<file path="config.mk">
export PLATFORM = sky130hd
export DESIGN_NAME = rr_grant_encoder_flat
export DESIGN_NICKNAME = d
export VERILOG_FILES = /design/src/rtl/rr_grant_encoder_if.sv /design/src/rtl/rr_grant_encoder.sv /design/src/flat_wrapper.sv
export SDC_FILE = /design/constraint.sdc
export NUM_CORES = 1
export LEC_CHECK = 0
export CAP_MARGIN = 20
export CORE_MARGIN = 2
export CORE_UTILIZATION = 35
export CTS_BUF_LIST = sky130_fd_sc_hd__clkbuf_16
export CTS_CLUSTER_SIZE = 24
export DETAILED_ROUTE_END_ITERATION = 10
export PLACE_DENSITY = 0.57
export SLEW_MARGIN = 10
export SYNTH_ARGS = -nofsm -noshare
export SYNTH_HDL_FRONTEND = slang
export SYNTH_SLANG_ARGS = --single-unit
</file>
<file path="constraint.sdc">
create_clock -name clk -period 2.33 [get_ports clk]
set_input_delay 0.466 -clock clk [delete_from_list [all_inputs] [get_ports clk]]
set_output_delay 0.466 -clock clk [all_outputs]
set_load 0.01 [all_outputs]
</file>
<file path="src/rtl/rr_grant_encoder_if.sv">
// Request/grant bundle between four requesters and the round-robin grant encoder.
// master = requester side (drives req/done), slave = encoder side (drives grant outputs).
interface rr_grant_encoder_if;
    logic [3:0] req;
    logic       done;
    logic       grant_valid;
    logic [1:0] grant_idx;
    logic       timeout;

    modport master (
        output req,
        output done,
        input  grant_valid,
        input  grant_idx,
        input  timeout
    );

    modport slave (
        input  req,
        input  done,
        output grant_valid,
        output grant_idx,
        output timeout
    );
endinterface

</file>
<file path="src/rtl/rr_grant_encoder.sv">
// Purpose: round-robin arbiter for 4 requesters, registered 2-bit select for the 2-to-4 decoder.
// Latency: grant visible the cycle after the request edge; release one edge after done/drop/hold limit.
// Backpressure: none; a requester keeps req high until granted, done ends its grant early.
module rr_grant_encoder #(
    parameter int HOLD_MAX = 8
) (
    input  logic               clk,
    input  logic               rst_n,
    rr_grant_encoder_if.slave  bus
);

    typedef enum logic {
        IDLE  = 1'b0,
        GRANT = 1'b1
    } state_t;

    state_t     state_q, state_d;
    logic [1:0] ptr_q, ptr_d;
    logic [1:0] idx_q, idx_d;
    logic [7:0] cnt_q, cnt_d;
    logic       timeout_q, timeout_d;

    logic [1:0] pick;
    logic       any_req;
    logic       rel_done;
    logic       rel_drop;
    logic       rel_hold;
    logic       release_now;

    // Scan from the farthest offset down so the nearest set bit to ptr wins.
    always_comb begin
        pick = ptr_q;
        for (int i = 3; i >= 0; i--) begin
            if (bus.req[ptr_q + 2'(i)]) begin
                pick = ptr_q + 2'(i);
            end
        end
    end

    assign any_req     = |bus.req;
    assign rel_done    = bus.done;
    assign rel_drop    = !bus.req[idx_q];
    assign rel_hold    = (cnt_q == 8'(HOLD_MAX - 1));
    assign release_now = rel_done || rel_drop || rel_hold;

    always_ff @(posedge clk) begin
        if (!rst_n) begin
            state_q   <= IDLE;
            ptr_q     <= 2'd0;
            idx_q     <= 2'd0;
            cnt_q     <= 8'd0;
            timeout_q <= 1'b0;
        end else begin
            state_q   <= state_d;
            ptr_q     <= ptr_d;
            idx_q     <= idx_d;
            cnt_q     <= cnt_d;
            timeout_q <= timeout_d;
        end
    end

    always_comb begin
        state_d = state_q;
        case (state_q)
            IDLE:    if (any_req)     state_d = GRANT;
            GRANT:   if (release_now) state_d = IDLE;
            default: state_d = IDLE;
        endcase
    end

    always_comb begin
        ptr_d     = ptr_q;
        idx_d     = idx_q;
        cnt_d     = cnt_q;
        timeout_d = 1'b0;
        case (state_q)
            IDLE: begin
                if (any_req) begin
                    idx_d = pick;
                    cnt_d = 8'd0;
                end
            end
            GRANT: begin
                if (release_now) begin
                    ptr_d     = idx_q + 2'd1;
                    // Only a pure hold-limit release is reported as a timeout.
                    timeout_d = rel_hold && !rel_done && !rel_drop;
                end else begin
                    cnt_d = cnt_q + 8'd1;
                end
            end
            default: ;
        endcase
    end

    assign bus.grant_valid = (state_q == GRANT);
    assign bus.grant_idx   = idx_q;
    assign bus.timeout     = timeout_q;

endmodule

</file>
<file path="src/flat_wrapper.sv">
// flat-port wrapper written by rule: the top's interface ports become plain ports
module rr_grant_encoder_flat 
#(
    parameter int HOLD_MAX = 8
)
  (clk, rst_n, bus_req, bus_done, bus_grant_valid, bus_grant_idx, bus_timeout);
  rr_grant_encoder_if bus_i ();
  input  logic clk;
  input  logic rst_n;
  input wire logic [$bits(bus_i.req)-1:0] bus_req;
  input wire logic [$bits(bus_i.done)-1:0] bus_done;
  output wire logic [$bits(bus_i.grant_valid)-1:0] bus_grant_valid;
  output wire logic [$bits(bus_i.grant_idx)-1:0] bus_grant_idx;
  output wire logic [$bits(bus_i.timeout)-1:0] bus_timeout;
  assign bus_i.req = bus_req;
  assign bus_i.done = bus_done;
  assign bus_grant_valid = bus_i.grant_valid;
  assign bus_grant_idx = bus_i.grant_idx;
  assign bus_timeout = bus_i.timeout;
  rr_grant_encoder #(.HOLD_MAX(HOLD_MAX)) u_core (.clk(clk), .rst_n(rst_n), .bus(bus_i));
endmodule
</file>
Word-level counts from Yosys, hierarchy flattened --
Cells that the tools add are included.
Operators by class: $add $sub $neg 5, $lt $le $gt $ge 5, eq/ne operators 3, multiplexer cells 20, bitwise gates (word level) 1, reduce and logical (&&, ||, !) cells 11
Operators with widths (count):
- 2-to-1 mux 8 bit | 2
- one-hot mux 8 bit (2 select lines) | 1
- less-than comparator 2 x 3 -> 1 bit, second input constant | 5
- binary-select mux 1 bit (select 2 bit) | 5
- adder 8 x 1 -> 8 bit, second input constant | 1
- equality test 8 x 3 -> 1 bit, second input constant | 1
- 2-to-1 mux 2 bit | 4
- 2-to-1 mux 1 bit | 7
- AND reduction 2 bit | 3
- adder 2 x 1 -> 2 bit, second input constant | 2
- adder 2 bit, second input constant | 2
- OR reduction 4 bit | 1
- AND reduction 3 bit | 1
- logical AND 1 bit | 2
- zero test 1 bit | 2
- logical OR 1 bit | 2
- inequality test 2 x 1 -> 1 bit, second input constant | 1
- inequality test 2 bit, second input constant | 1
- one-hot mux 1 bit (2 select lines) | 1
- NOT 1 bit | 1
Storage, ports and cells: register bits after elaboration 14, output and inout port bits 4, logic and storage cells 50

Depth between registers and ports, before layout --
depth after elaboration 7, depth in mapped cells 5, depth with buffers taken out 5

Worst setup path after synthesis --
OpenSTA, ideal clock, no wires.
path type reg-to-reg, start point register u_core.cnt_q[3], end point register u_core.cnt_q[4], arrival time 1.630 ns, required time 2.242 ns, slack 0.612 ns, cell stages (with the launch flop) 5, path buffers 0, period minus slack after synthesis 1.718 ns, path through dfxtp_1 > or4_1 > or3_4 > a21o_4 > a311oi_2
On the way: cells in the longest elaborated chain, start to end 4
RTL lines:
- start, declared | line rr_grant_encoder.sv:20 | logic [7:0] cnt_q, cnt_d;
- start signal, assigned | line rr_grant_encoder.sv:57 | cnt_q <= cnt_d;
- branches (longest 4 deep; another with adder 8 x 1 -> 8 bit)
Several ways; the timed one is not identified. The select of a mux whose other input is x is not followed. A chain may end at the register's enable or synchronous reset.

Worst setup path in the final report --
start point input bus_req[2], end point register u_core.cnt_q[4]
On the way: cells in the longest elaborated chain, start to end 7
RTL lines:
- start, declared | line flat_wrapper.sv:10 | input wire logic [$bits(bus_i.req)-1:0] bus_req;
- binary-select mux 1 bit (select 2 bit) | line rr_grant_encoder.sv:42 | assign rel_drop = !bus.req[idx_q];
- 2-to-1 mux 1 bit (not written as such) | line rr_grant_encoder.sv:42
- zero test 1 bit | line rr_grant_encoder.sv:42
- logical OR 1 bit (2 in series) | line rr_grant_encoder.sv:44 | assign release_now = rel_done || rel_drop || rel_hold;
- inequality test 2 bit (no source line)
- AND reduction 2 bit (no source line) *
Every way passes the cells marked *; elsewhere a longest branch is shown, timed or not. The select of a mux whose other input is x is not followed.

==> impl_metrics.toml <==
[finish]
diodes = 0
fin_nets = 112
area_delta_synth_final_pct = 27.18
drive_gt1_share_pct = 10.78
multi_input_area_um2 = 470.5
seqCellArea_um2 = 280.3
fill_cells = 219

[drt]
vias = 715
ant_nets = 0
drt-total-wl_um = 1630
drtIter0Drc = 14
wl_per_cell_um = 12.54
first_pass_iters = 4
remaining_drc_errors = 0
viasPerCell = 5.500

[sta]
finalClockSkew_ns = 0.002358
rsz0062_at_grt = "no"
maxSlewHeadroom_pct = 68.48
slew_violations = 0
fin_ws_ns = 0.4042
tightest_slew_ns = 0.4688
final.period_utilization_pct = 82.65
fin_crit_ns = 1.926
final-setup-viol-count = 0
hold_viol_final = 0
finalSetupTns_ns = 0
max_freq_mhz = 519.3

[status]
run_status = "finished, final reports clean"

[clocking]
cts_tree = "yes"
cts_buffers = 3
cts_root_buf = "clkbuf_16"
clk_pin_slew_ns = 0.04
cts_hold_buf = 0
cts_buffer_depth = 2
postCtsSetupBuffers = 0
post_cts_resized = 0
clk_latency_ns = 0.24
h-tree-depth = 1
clock_sinks = 14

[global_routing]
grt_overflow = 0
grtUsageTotal_pct = 15.06
grt_pass1_vias = 653
grt_max_degree = 12
antenna_found_initial = 0
grt_pass1_wl_um = 2856

[synthesis]
synth_seq_cells = 14
synth.distinct_cells = 35
yosys_warnings = 0
seq_area_frac_synth_pct = 36.25
synth_fp_nets = 98
netlist_area_um2 = 773.2
avgSynthCellArea_um2 = 8.592
synthCells = 90

[power_and_ir_drop]
p_per_area_nw_per_um2 = 678.0
intPower_mw = 0.5198
ir_drop_mv = 0.3686
p_sw_share_pct = 22.05
power.leakage_nw = 0.3537
power_frac_comb_pct = 12.9
clkPwrFrac_pct = 47.2
p_sw_mw = 0.1470
pwr-share-seq_pct = 39.9

[setup_path]
crit_type = "input port to flop"
r2r-end = "u_core.cnt_q[4]"
cp.arrival_ns = 2.08
cp_max_fo = 9
critPathLaunchType = "input port"
timing.rr.start = "u_core.cnt_q[3]"
rr_worst_depth = 4
timing.reg2reg.setup_slack_ns = 0.54
critPathCaptureType = "flop"
worstPathRequired_ns = 2.49
startpoint = "bus_req[2]"
endpoint = "u_core.cnt_q[4]"

[die]
core_area_um2 = 2148
dieArea_um2 = 2601
start_util_pct = 35.99
chipWidth_um = 51
design.portCount = 11
fp-row-count = 17
die-height_um = 51

[placed_design]
port_buffers = 10
globalplace.congestion = 0.8090
post-place-ws_ns = 0.1648
hpwl_um = 1187

[min_path]
hp-class = "flop to flop"

[job]
cap_violations = 0
[worst min-delay path by stage]
stage	endpoint	depth (start not counted)	startpoint	slack [ns]
5_1_grt	u_core.cnt_q[0]	1	u_core.cnt_q[0]	0.52
6_report	u_core.cnt_q[0]	1	u_core.cnt_q[0]	0.48
4_1_cts	u_core.cnt_q[0]	1	u_core.cnt_q[0]	0.48
3_3_place_gp	u_core.cnt_q[0]	1	u_core.cnt_q[0]	0.46
2_1_floorplan	u_core.cnt_q[0]	1	u_core.cnt_q[0]	0.44
3_5_place_dp	u_core.cnt_q[0]	1	u_core.cnt_q[0]	0.47
[synthesized netlist by cell type]
master,instances,share of area (%)
a311oi_1,1,1.1
xnor2_1,1,1.1
nor2_1,2,0.97
o211ai_1,1,0.97
nor4_1,1,0.81
mux2_2,2,2.9
a311oi_2,1,1.9
or3_4,1,1.5
nor2b_1,3,2.4
a21o_4,1,1.9
and3_1,1,0.81
nand3_1,3,1.9
and2_2,1,0.97
a21oi_1,3,1.9
a22o_1,1,1.1
clkbuf_1,2,0.97
nor3b_1,1,0.97
and3_2,1,0.97
and3b_1,1,1.1
nor3_1,3,1.9
a31oi_1,3,2.4
ha_1,1,1.6
xor2_1,3,3.4
nand4b_1,1,1.1
dfxtp_1,14,36
or4_1,1,0.97
mux2i_1,4,5.2
inv_1,4,1.9
nand2b_1,2,1.6
nand2_1,12,5.8
a211o_1,1,1.1
o221ai_1,1,1.1
o31ai_1,1,0.97
o21ai_0,6,3.9
o22ai_1,5,4.0
[cells by family (layout without fill, tap and decap cells)]
family	count (synthesis)	in the layout	share of synthesized area, %
simple gates	34	34	23.95
mux	6	6	8.091
buf+inv	6	18	2.912
xor+xnor	4	4	4.532
flops	14	14	36.25
fa+ha+maj	1	1	1.618
compound gates	25	25	22.65
[cells in the final DEF, fill, tap and decap left out, types with 2 or more instances in the layout]
master	netlist	final
nand3_1	3	3
nor3_1	3	3
nand2b_1	2	2
mux2_2	2	2
nand2_1	12	12
nor2b_1	3	3
clkbuf_16	0	3
o22ai_1	5	5
clkdlybuf4s50_1	0	10
mux2i_1	4	4
inv_1	4	4
xor2_1	3	3
dfxtp_1	14	14
a21oi_1	3	3
nor2_1	2	2
a31oi_1	3	3
o21ai_0	6	6
[power groups by stage]
stage	sequential (mW)	combinational, mW	clock (mW)
finish	0.266	0.0859	0.315
detailed placement	0.270	0.0864	0
floorplan	0.266	0.0525	0
global placement	0.270	0.0857	0
CTS	0.266	0.0870	0.324
global route	0.268	0.0960	0.336
[per-stage QoR]
step / instance area, um^2 / std cells / hold WS [ns] / power, mW / utilization [%]
floorplan: 773.2 / 90 / 0.4401 / 0.3185 / -
CTS: 983.4 / 130 / 0.4830 / 0.6766 / 45.78
global placement: 908.4 / 127 / 0.4648 / 0.3557 / 42.28
finish: 983.4 / 130 / 0.4836 / 0.6668 / 45.78
detailed placement: 908.4 / 127 / 0.4728 / 0.3565 / 42.28
global route: 983.4 / 130 / 0.5185 / 0.6999 / 45.78
[final cells by class]
class / instances / area share, %
Clock buffer: 3 / 7.634
Inverter: 4 / 1.527
Multi-Input combinational cell: 70 / 47.84
Sequential cell: 14 / 28.50
Tap cell: 28 / 3.562
Timing Repair Buffer: 11 / 10.94
[sequential cells by signal (all words and copies together) (netlist names)]
register / cells
u_core.cnt_q: 8
u_core.bus.grant_idx: 2
u_core.bus.timeout: 1
u_core.ptr_q: 2
u_core.bus.grant_valid: 1
[routing by layer]
| metal | GRT usage [%] | wire, um |
|---|---|---|
| met5 | 0 | 0 |
| met4 | 10.81 | 44 |
| met3 | 2.924 | 75 |
| met2 | 23.38 | 749 |
| met1 | 18.43 | 760 |
[worst max-delay path, cell delays in order]
cell and delay [ns]:
clkdlybuf4s50_1 0.49, mux2_2 0.31, a22o_1 0.30, a21o_4 0.29, a311oi_2 0.22
(Power assumes the default switching activity.)
